===== config.mk =====
export PLATFORM = sky130hd
export DESIGN_NAME = uart_rx
export DESIGN_NICKNAME = d
export VERILOG_FILES = /design/src/rtl/uart_pkg.sv /design/src/rtl/uart_baud.sv /design/src/rtl/uart_rx.sv
export SDC_FILE = /design/constraint.sdc
export NUM_CORES = 1
export LEC_CHECK = 0
export CORE_MARGIN = 4
export CORE_UTILIZATION = 49
export DETAILED_ROUTE_END_ITERATION = 8
export GPL_ROUTABILITY_DRIVEN = 1
export GPL_TIMING_DRIVEN = 0
export PLACE_DENSITY = 0.76
export RECOVER_POWER = 50
export SETUP_SLACK_MARGIN = 0.3
export SLEW_MARGIN = 10
export SYNTH_ARGS = -nofsm -noshare
export SYNTH_HDL_FRONTEND = slang
export SYNTH_SLANG_ARGS = --single-unit
export TNS_END_PERCENT = 1

===== constraint.sdc =====
create_clock -name clk -period 1.95 [get_ports clk]
set_clock_uncertainty 0.15 [all_clocks]
set_input_delay 0.39 -clock clk [delete_from_list [all_inputs] [get_ports clk]]
set_output_delay 0.39 -clock clk [all_outputs]
set_load 0.05 [all_outputs]

===== src/rtl/uart_pkg.sv =====
// Shared UART definitions: receive/transmit FSM state encoding and small helpers.
package uart_pkg;

  typedef enum logic [1:0] {
    ST_IDLE  = 2'd0,
    ST_START = 2'd1,
    ST_DATA  = 2'd2,
    ST_STOP  = 2'd3
  } uart_state_e;

  function automatic logic maj3(input logic a, input logic b, input logic c);
    return (a & b) | (a & c) | (b & c);
  endfunction

endpackage


===== src/rtl/uart_baud.sv =====
// Baud oversample generator: one tick every cfg_div_i+1 clocks, plus a 4-bit
// tick phase within the current bit (16 ticks per bit). clear_i restarts both.
module uart_baud (
  input  logic        clk_i,
  input  logic        rst_b_i,
  input  logic        clear_i,
  input  logic [15:0] cfg_div_i,
  output logic        tick_o,
  output logic [3:0]  phase_o
);

  logic [15:0] pre_q, pre_d;
  logic [3:0]  phase_q, phase_d;

  assign tick_o  = (pre_q == 16'd0) & ~clear_i;
  assign phase_o = phase_q;

  always_comb begin
    pre_d   = pre_q - 16'd1;
    phase_d = phase_q;
    if (clear_i) begin
      pre_d   = cfg_div_i;
      phase_d = 4'd0;
    end else if (tick_o) begin
      pre_d   = cfg_div_i;
      phase_d = phase_q + 4'd1;
    end
  end

  always_ff @(posedge clk_i or negedge rst_b_i) begin
    if (!rst_b_i) begin
      pre_q   <= 16'd0;
      phase_q <= 4'd0;
    end else begin
      pre_q   <= pre_d;
      phase_q <= phase_d;
    end
  end

endmodule


===== src/rtl/uart_rx.sv =====
// UART receiver: 8 data bits, 1 or 2 stop bits, single holding register.
// Define UART_RX_MAJORITY_EN for 2-of-3 majority bit sampling.
module uart_rx
  import uart_pkg::*;
#(
  parameter int SYNC_STAGES = 2
) (
  input  logic        clk,
  input  logic        rst,
  input  logic [15:0] cfg_div,
  input  logic        cfg_rxen,
  input  logic        cfg_nstop,
  input  logic        uart_rxd,
  output logic        rx_valid,
  output logic [7:0]  rx_data,
  output logic        rx_ferr,
  input  logic        rx_ready,
  output logic        rx_overrun
);

  logic [SYNC_STAGES-1:0] sync_q;
  logic                   rxd_s, rxd_prev_q;
  uart_state_e            state_q, state_d;
  logic [2:0]             bit_cnt_q, bit_cnt_d;
  logic                   stop_cnt_q, stop_cnt_d;
  logic [7:0]             shift_q, shift_d;
  logic                   ferr_acc_q, ferr_acc_d;
  logic                   valid_q, valid_d, ferr_q, ferr_d, overrun_q, overrun_d;
  logic [7:0]             data_q, data_d;
  logic                   baud_clear, baud_tick, complete;
  logic [3:0]             baud_phase;
  logic                   baud_sample_8th, baud_sample_16th, sample_pt, bit_val;

  assign rxd_s = sync_q[SYNC_STAGES-1];

  uart_baud u_baud (
    .clk_i     (clk),
    .rst_b_i   (~rst),
    .clear_i   (baud_clear),
    .cfg_div_i (cfg_div),
    .tick_o    (baud_tick),
    .phase_o   (baud_phase)
  );

  // phase counts ticks already taken in this bit, so the Nth tick sees N-1
  assign baud_sample_8th  = baud_tick & (baud_phase == 4'd7);
  assign baud_sample_16th = baud_tick & (baud_phase == 4'd15);

`ifdef UART_RX_MAJORITY_EN
  logic baud_sample_6th, baud_sample_10th, maj6_q, maj8_q;
  assign baud_sample_6th  = baud_tick & (baud_phase == 4'd5);
  assign baud_sample_10th = baud_tick & (baud_phase == 4'd9);
  assign sample_pt        = baud_sample_10th;
  assign bit_val          = maj3(maj6_q, maj8_q, rxd_s);

  always_ff @(posedge clk) begin
    if (rst) begin
      maj6_q <= 1'b1;
      maj8_q <= 1'b1;
    end else begin
      if (baud_sample_6th) maj6_q <= rxd_s;
      if (baud_sample_8th) maj8_q <= rxd_s;
    end
  end
`else
  assign sample_pt = baud_sample_8th;
  assign bit_val   = rxd_s;
`endif

  always_comb begin
    state_d    = state_q;
    bit_cnt_d  = bit_cnt_q;
    stop_cnt_d = stop_cnt_q;
    shift_d    = shift_q;
    ferr_acc_d = ferr_acc_q;
    baud_clear = 1'b0;
    complete   = 1'b0;
    case (state_q)
      ST_IDLE: begin
        if (cfg_rxen && rxd_prev_q && !rxd_s) begin
          baud_clear = 1'b1;
          state_d    = ST_START;
          bit_cnt_d  = 3'd0;
          stop_cnt_d = 1'b0;
          ferr_acc_d = 1'b0;
        end
      end
      ST_START: begin
        if (sample_pt && bit_val) state_d = ST_IDLE;
        else if (baud_sample_16th) state_d = ST_DATA;
      end
      ST_DATA: begin
        if (sample_pt) shift_d = {bit_val, shift_q[7:1]};
        if (baud_sample_16th) begin
          bit_cnt_d = bit_cnt_q + 3'd1;
          if (bit_cnt_q == 3'd7) state_d = ST_STOP;
        end
      end
      ST_STOP: begin
        if (sample_pt) begin
          ferr_acc_d = ferr_acc_q | ~bit_val;
          if (!cfg_nstop || stop_cnt_q) begin
            complete = 1'b1;
            state_d  = ST_IDLE;
          end
        end else if (baud_sample_16th) begin
          stop_cnt_d = 1'b1;
        end
      end
      default: state_d = ST_IDLE;
    endcase
    // disabling the receiver abandons any partial frame
    if (!cfg_rxen) begin
      state_d  = ST_IDLE;
      complete = 1'b0;
    end
  end

  always_comb begin
    valid_d   = valid_q;
    data_d    = data_q;
    ferr_d    = ferr_q;
    overrun_d = 1'b0;
    if (complete) begin
      if (!valid_q || rx_ready) begin
        valid_d = 1'b1;
        data_d  = shift_q;
        ferr_d  = ferr_acc_d;
      end else begin
        overrun_d = 1'b1;
      end
    end else if (valid_q && rx_ready) begin
      valid_d = 1'b0;
    end
  end

  always_ff @(posedge clk) begin
    if (rst) begin
      sync_q     <= '1;
      rxd_prev_q <= 1'b1;
      state_q    <= ST_IDLE;
      bit_cnt_q  <= 3'd0;
      stop_cnt_q <= 1'b0;
      shift_q    <= 8'h00;
      ferr_acc_q <= 1'b0;
      valid_q    <= 1'b0;
      data_q     <= 8'h00;
      ferr_q     <= 1'b0;
      overrun_q  <= 1'b0;
    end else begin
      sync_q     <= {sync_q[SYNC_STAGES-2:0], uart_rxd};
      rxd_prev_q <= rxd_s;
      state_q    <= state_d;
      bit_cnt_q  <= bit_cnt_d;
      stop_cnt_q <= stop_cnt_d;
      shift_q    <= shift_d;
      ferr_acc_q <= ferr_acc_d;
      valid_q    <= valid_d;
      data_q     <= data_d;
      ferr_q     <= ferr_d;
      overrun_q  <= overrun_d;
    end
  end

  assign rx_valid   = valid_q;
  assign rx_data    = data_q;
  assign rx_ferr    = ferr_q;
  assign rx_overrun = overrun_q;

endmodule


## Word-level counts from Yosys, hierarchy flattened

Cells that the tools add are included.

- Add/subtract/negate cells: 3
- Equality and inequality tests: 15
- Mux-type cells: 32
- Bitwise logic cells: 8
- Reduce and logical (&&, ||, !) cells: 23

Operators with widths:

| kind | number |
|---|---|
| 16-bit 2-to-1 mux | 2 |
| 16-bit zero test | 1 |
| 16-bit by 1-bit subtractor with 16-bit output (second input constant) | 1 |
| 1-bit 2-to-1 mux | 15 |
| 2-bit 2-to-1 mux | 7 |
| 2-bit inequality test (second input constant) | 7 |
| 4-bit 2-to-1 mux | 2 |
| 2-bit case mux with 4 select lines | 1 |
| 2-bit nonzero test | 4 |
| 3-bit 2-to-1 mux | 2 |
| 3-bit case mux with 2 select lines | 1 |
| 2-bit AND reduction | 3 |
| 6-bit AND reduction | 1 |
| 4-bit by 1-bit adder with 4-bit output (second input constant) | 1 |
| 2-bit equality test (second input constant) | 2 |
| 4-bit by 3-bit equality test with 1-bit output (second input constant) | 1 |
| 4-bit equality test (second input constant) | 1 |
| 1-bit logical AND | 4 |
| 1-bit inverter | 4 |
| 1-bit case mux with 2 select lines | 2 |
| 4-bit AND reduction | 1 |
| 2-bit OR reduction | 2 |
| 3-bit by 1-bit adder with 3-bit output (second input constant) | 1 |
| 1-bit bitwise AND | 3 |
| other kinds (9) | 12 |

- Register bits: 49
- Bits of input ports: 22

## Longest topological paths before layout

- Depth in word-level cells: 12
- Depth in mapped cells: 8

## Hierarchy

From an unflattened synthesis, not the netlist that was laid out.

- Cell total of the unflattened synthesis: 243
- Area total of the unflattened synthesis: 2459.9 um2

Modules (own cells, without submodules):

| module | instances | cells an instance | area an instance (um2) | sequential area each (um2) |
|---|---|---|---|---|
| uart_rx | 1 | 136 | 1306.3 | 580.6 |
| uart_baud | 1 | 107 | 1153.6 | 500.5 |

## Least setup slack after synthesis

No wires, ideal clock.

- Path type: reg2reg
- Start point: register state_q[0]
- End point: register shift_q[1]
- Arrival time: 1.767 ns
- Slack: -0.099 ns
- Stages on the path, launching flop included: 9
- Period minus slack after synthesis: 2.049 ns
- Cells stage by stage: dfxtp_1 inv_1 ha_1 nand4b_1 nand3_1 or4_1 buf_2 o21ai_0 a21oi_1

- Cells in the longest elaborated chain, start to end: 6
- Elaborated cells between the ends (all ways): 7
- Those cells by class: eq/ne: 1; mux: 1; bitwise: 3; reduce/logical: 2

Ends and longest elaborated chain:

| item | RTL line | RTL |
|---|---|---|
| start, declared | uart_rx.sv:23 | `uart_state_e state_q, state_d;` |
| start signal, assigned | uart_rx.sv:153 | `state_q <= state_d;` |
| 2-bit zero test | uart_rx.sv:78 | `case (state_q)` |
| 1-bit 2-to-1 mux | uart_rx.sv:78 |  |
| 1-bit inverter | uart_baud.sv:15 | `assign tick_o = (pre_q == 16'd0) & ~clear_i;` |
| 1-bit bitwise AND | uart_baud.sv:15 |  |
| 1-bit bitwise AND | uart_rx.sv:46 | `assign baud_sample_8th = baud_tick & (baud_phase == 4'd7);` |
| 2-bit AND reduction (no source line) (*) | - |  |
| end signal, assigned | uart_rx.sv:156 | `shift_q <= shift_d;` |
| end, declared | uart_rx.sv:26 | `logic [7:0] shift_q, shift_d;` |

Every way passes the cells marked *; elsewhere a longest branch is shown, timed or not.
A chain may end at the register's enable or synchronous reset.

## Worst setup path in the final report

- Start point: register state_q[0]
- End point: register shift_q[6]

The elaborated chain is that of the path after synthesis.

==> metrics.md <==
| Metric | Value |
|---|---|
| Primary FF master, synth | dfxtp_1 |
| Hold buffers post-CTS | 0 |
| Drt wl/cell | ~16 um |
| Latest clock arrival within the worst-skew pair | between 0.3 and 0.4 ns |
| Vias in the first global route | between 2,000 and 2,500 |
| Die area | just over 6000 sq um |
| Syn avg cell area | just under 9 sq um |
| FP Rows | 25 |
| R2R depth | 8 |
| Worst hold path type | in2async |
| Largest net degree at the start of global routing | 23 |
| Via count | between 2,000 and 2,500 |
| DRC Markers | 0 |
| Sequential area share after synthesis | between 40% and 50% |
| First-pass detailed-route iteration total | 4 |
| First-pass GRT wire length | 10.1 mm |
| WP depth | 8 |
| Worst-path clk slew | ~0.10 ns |
| Die height | slightly below 80 um |
| Critical path cell sequence | inv_4 > ha_4 > nand4b_1 > nand3_4 > or4_4 > buf_6 > o21ai_2 > a21oi_1 |
| DR vias/cell | 5.76 |
| Commonest non-fill, non-tap cell in the layout | dfxtp_1 |
| Maximum root-to-sink buffer count | 2 |
| Final setup fails | 25 |
| Ant diodes | 0 |
| Filler cell count | between 300 and 400 |
| Crit path kind | reg2reg |
| IO Port Bufs | 31 |
| Ports | 33 |
| Slew Limit Fails | 0 |
| Initial DRC count | ~170 |
| CTS root buf | clkbuf_8 |
| Crit path buffers/inverters | 2 |
| Arrival @ worst endpoint | roughly 2.1 ns |
| Cell Area, Synth | between 2000 and 2500 sq um |
| Placeable Area | ~4800 sq um |
| Synthesized Nets | approximately 300 |
| Drt total wl | about 6.5 mm |
| Area Overhead vs Synth | 40.1% |
| Worst Path Max Fanout | 8 |
| Die W | between 70 and 80 um |
| NumNets Final | 372 |
| Syn Inst Count | 274 |
| PwrDens | 849 nW/um^2 |
| PnR worst setup slack | -0.147 ns |
| Gr ovfl total | 0 |
| Clock sinks | 49 |
| Period utilization | 108% |
| Post-DP HPWL | 3.74 mm |
| Crit path time final | roughly 2.1 ns |
| Violated checks | negative setup slack |
| Initial Utilization | between 50 and 60% |
| Status | complete, but fails checks |
| Final Hold Vio Count | 0 |
| CP Launch Type | flip-flop |
| Htree depth | 2 |
| Commonest non-fill, non-tap cells in the layout | dfxtp_1, nand2_1, buf_4 |
| Slew HR | between 40% and 50% |
| Max-cap violations | 0 |
| Detail Route Antenna Nets | 0 |
| Tightest Pin Transition | between 0.8 and 0.9 ns |
| Worst vdd ir | 0.000746 V |
| Worst path max stage delay | around 0.53 ns |
| Synth Register Bits | 49 |
| CTS tree | built |
| CP delay by family, top | simple AND/OR/NAND/NOR gates |
| Pleak | around 0.0013 uW |
| Initial antenna violation count | 0 |
| Layout cells sized above 1 | 28.9% |
| Yosys warns | 0 |
| Crit. End Element | flip-flop |
| Hold slack | between 0.2 and 0.3 ns |
| Fmax | 477 MHz |
| Gpl congestion | about 0.8 |
| Asr flop ratio synth | between 40% and 50% |
| Critical Path RT | around 2 ns |
| Slowest cell on crit path | or4_4 |
| GRT Util Overall | around a fifth |
| Inserted Clock Buffers | 5 |
| Final total power | about 2900 uW |
| RSZ-0062 raised after global routing | true |
| Synth cell types | 48 |
| Post-synth EDFFs | 0 |
kinds of logic (layout without fill, tap and decap cells):
family                   count (synthesis)  after routing  share of synthesized area [%]
multiplexers                             1              1                          0.411
buffers and inverters                   25             92                           3.96
AO/OA/AOI/OAI                           72             72                           16.6
AND/OR/NAND/NOR                        102            103                           24.3
XOR/XNOR                                16             16                           5.75
flip-flops                              49             49                           44.4
adder cells (fa/ha/maj)                  9              9                           4.62
routing by layer:
metal | share of wire, % | vias up | track usage [%]
li1 | - | 1106 | -
met1 | 41 | 1141 | 25.5
met2 | 51 | 89 | 34.6
met3 | 5.4 | 19 | 4.01
met4 | 3.3 | 0 | 8.22
met5 | 0 | - | 0
per-stage QoR:
| step | instances | setup slack, ns | setup TNS [ns] | utilization [%] | instance area (sq um) |
|---|---|---|---|---|---|
| floorplan | 274 | -0.0306 | -0.244 | - | 2450 |
| global placement | 372 | -0.505 | -15.20 | 59.9 | 2850 |
| detailed placement | 372 | -0.524 | -15.91 | 59.9 | 2850 |
| CTS | 403 | -0.0615 | -0.465 | 69.6 | 3310 |
| global route | 409 | -0.207 | -4.39 | 71.8 | 3410 |
| finish | 409 | -0.147 | -1.58 | 71.8 | 3410 |
state kept, by name, indices dropped and copies added (netlist names), named ones only:
register	flops
rx_data	8
ferr_acc_q	1
u_baud.pre_q	16
stop_cnt_q	1
rx_valid	1
sync_q	2
state_q	1
bit_cnt_q	3
shift_q	8
rxd_prev_q	1
rx_overrun	1
rx_ferr	1
u_baud.phase_o	4
worst register-to-register path: cells and delay by family (launching register included):
kind / cells / cell delay [ns]
flops: 1 / 0.36
compound gates: 2 / 0.26
buf+inv: 2 / 0.20
simple gates: 3 / 0.85
fa+ha+maj: 1 / 0.16
report_power, final:
part / switching (uW) / total, uW / internal, uW
registers: 193 / 1360 / 1160
clock network: 358 / 724 / 366
logic: 400 / 817 / 417
total: 951 / 2900 / 1950
worst paths after layout:
kind,endpoint,from,slack [ns]
max in group asynchronous,u_baud.pre_q[2]$_DFF_PP0_,rst,0.83
max reg2reg,shift_q[6]$_SDFFE_PP0P_,state_q[0]$_SDFFE_PP0P_,-0.15
max,shift_q[6]$_SDFFE_PP0P_,state_q[0]$_SDFFE_PP0P_,-0.15
min in group clk,sync_q[1]$_SDFF_PP1_,sync_q[0]$_SDFF_PP1_,0.26
min reg2reg,sync_q[1]$_SDFF_PP1_,sync_q[0]$_SDFF_PP1_,0.26
min,u_baud.pre_q[10]$_DFF_PP0_,rst,0.25
Yosys cell counts (all sizes together), types with 2 or more instances:
| cell type | count | share of area, % |
|---|---|---|
| nand3 | 16 | 3.3 |
| clkbuf | 10 | 1.5 |
| nand4b | 2 | 1.3 |
| buf | 2 | 0.41 |
| nor3 | 6 | 1.7 |
| nor4 | 6 | 2.9 |
| dfxtp | 29 | 24 |
| or2 | 3 | 0.77 |
| a21oi | 23 | 4.7 |
| nand2 | 27 | 4.3 |
| xnor2 | 10 | 3.6 |
| nand2b | 3 | 0.77 |
| o211a | 2 | 0.82 |
| and2 | 2 | 0.51 |
| o21ai | 35 | 7.2 |
| nor2 | 15 | 2.3 |
| ha | 9 | 4.6 |
| dfrtp | 20 | 21 |
| a21o | 2 | 0.62 |
| nand4 | 9 | 2.3 |
| or3 | 2 | 0.51 |
| or4 | 3 | 1.1 |
| nor2b | 2 | 0.51 |
| xor2 | 6 | 2.2 |
| o32ai | 2 | 0.72 |
| inv | 13 | 2.0 |
final cells by class:
type,count,area (sq um),area share (%)
tap,67,83.8,2.46
inverter,13,51.3,1.50
sequential,49,1090,31.9
multi-input combinational,201,1460,42.8
clock inverter,1,7.51,0.220
clock buffer,7,108,3.15
timing repair buffer,59,537,15.7
buffer,12,73.8,2.16
repair_timing:
action | 4_1_cts | 5_1_grt
endpoints found under the setup margin | 57 | 46
pin swaps | 37 | 16
setup buffers | 22 | 5
hold endpoints to repair | 0 | 0
gates resized for setup | 73 | 26
cloned | 1 | 1
(Power assumes the default switching activity.)
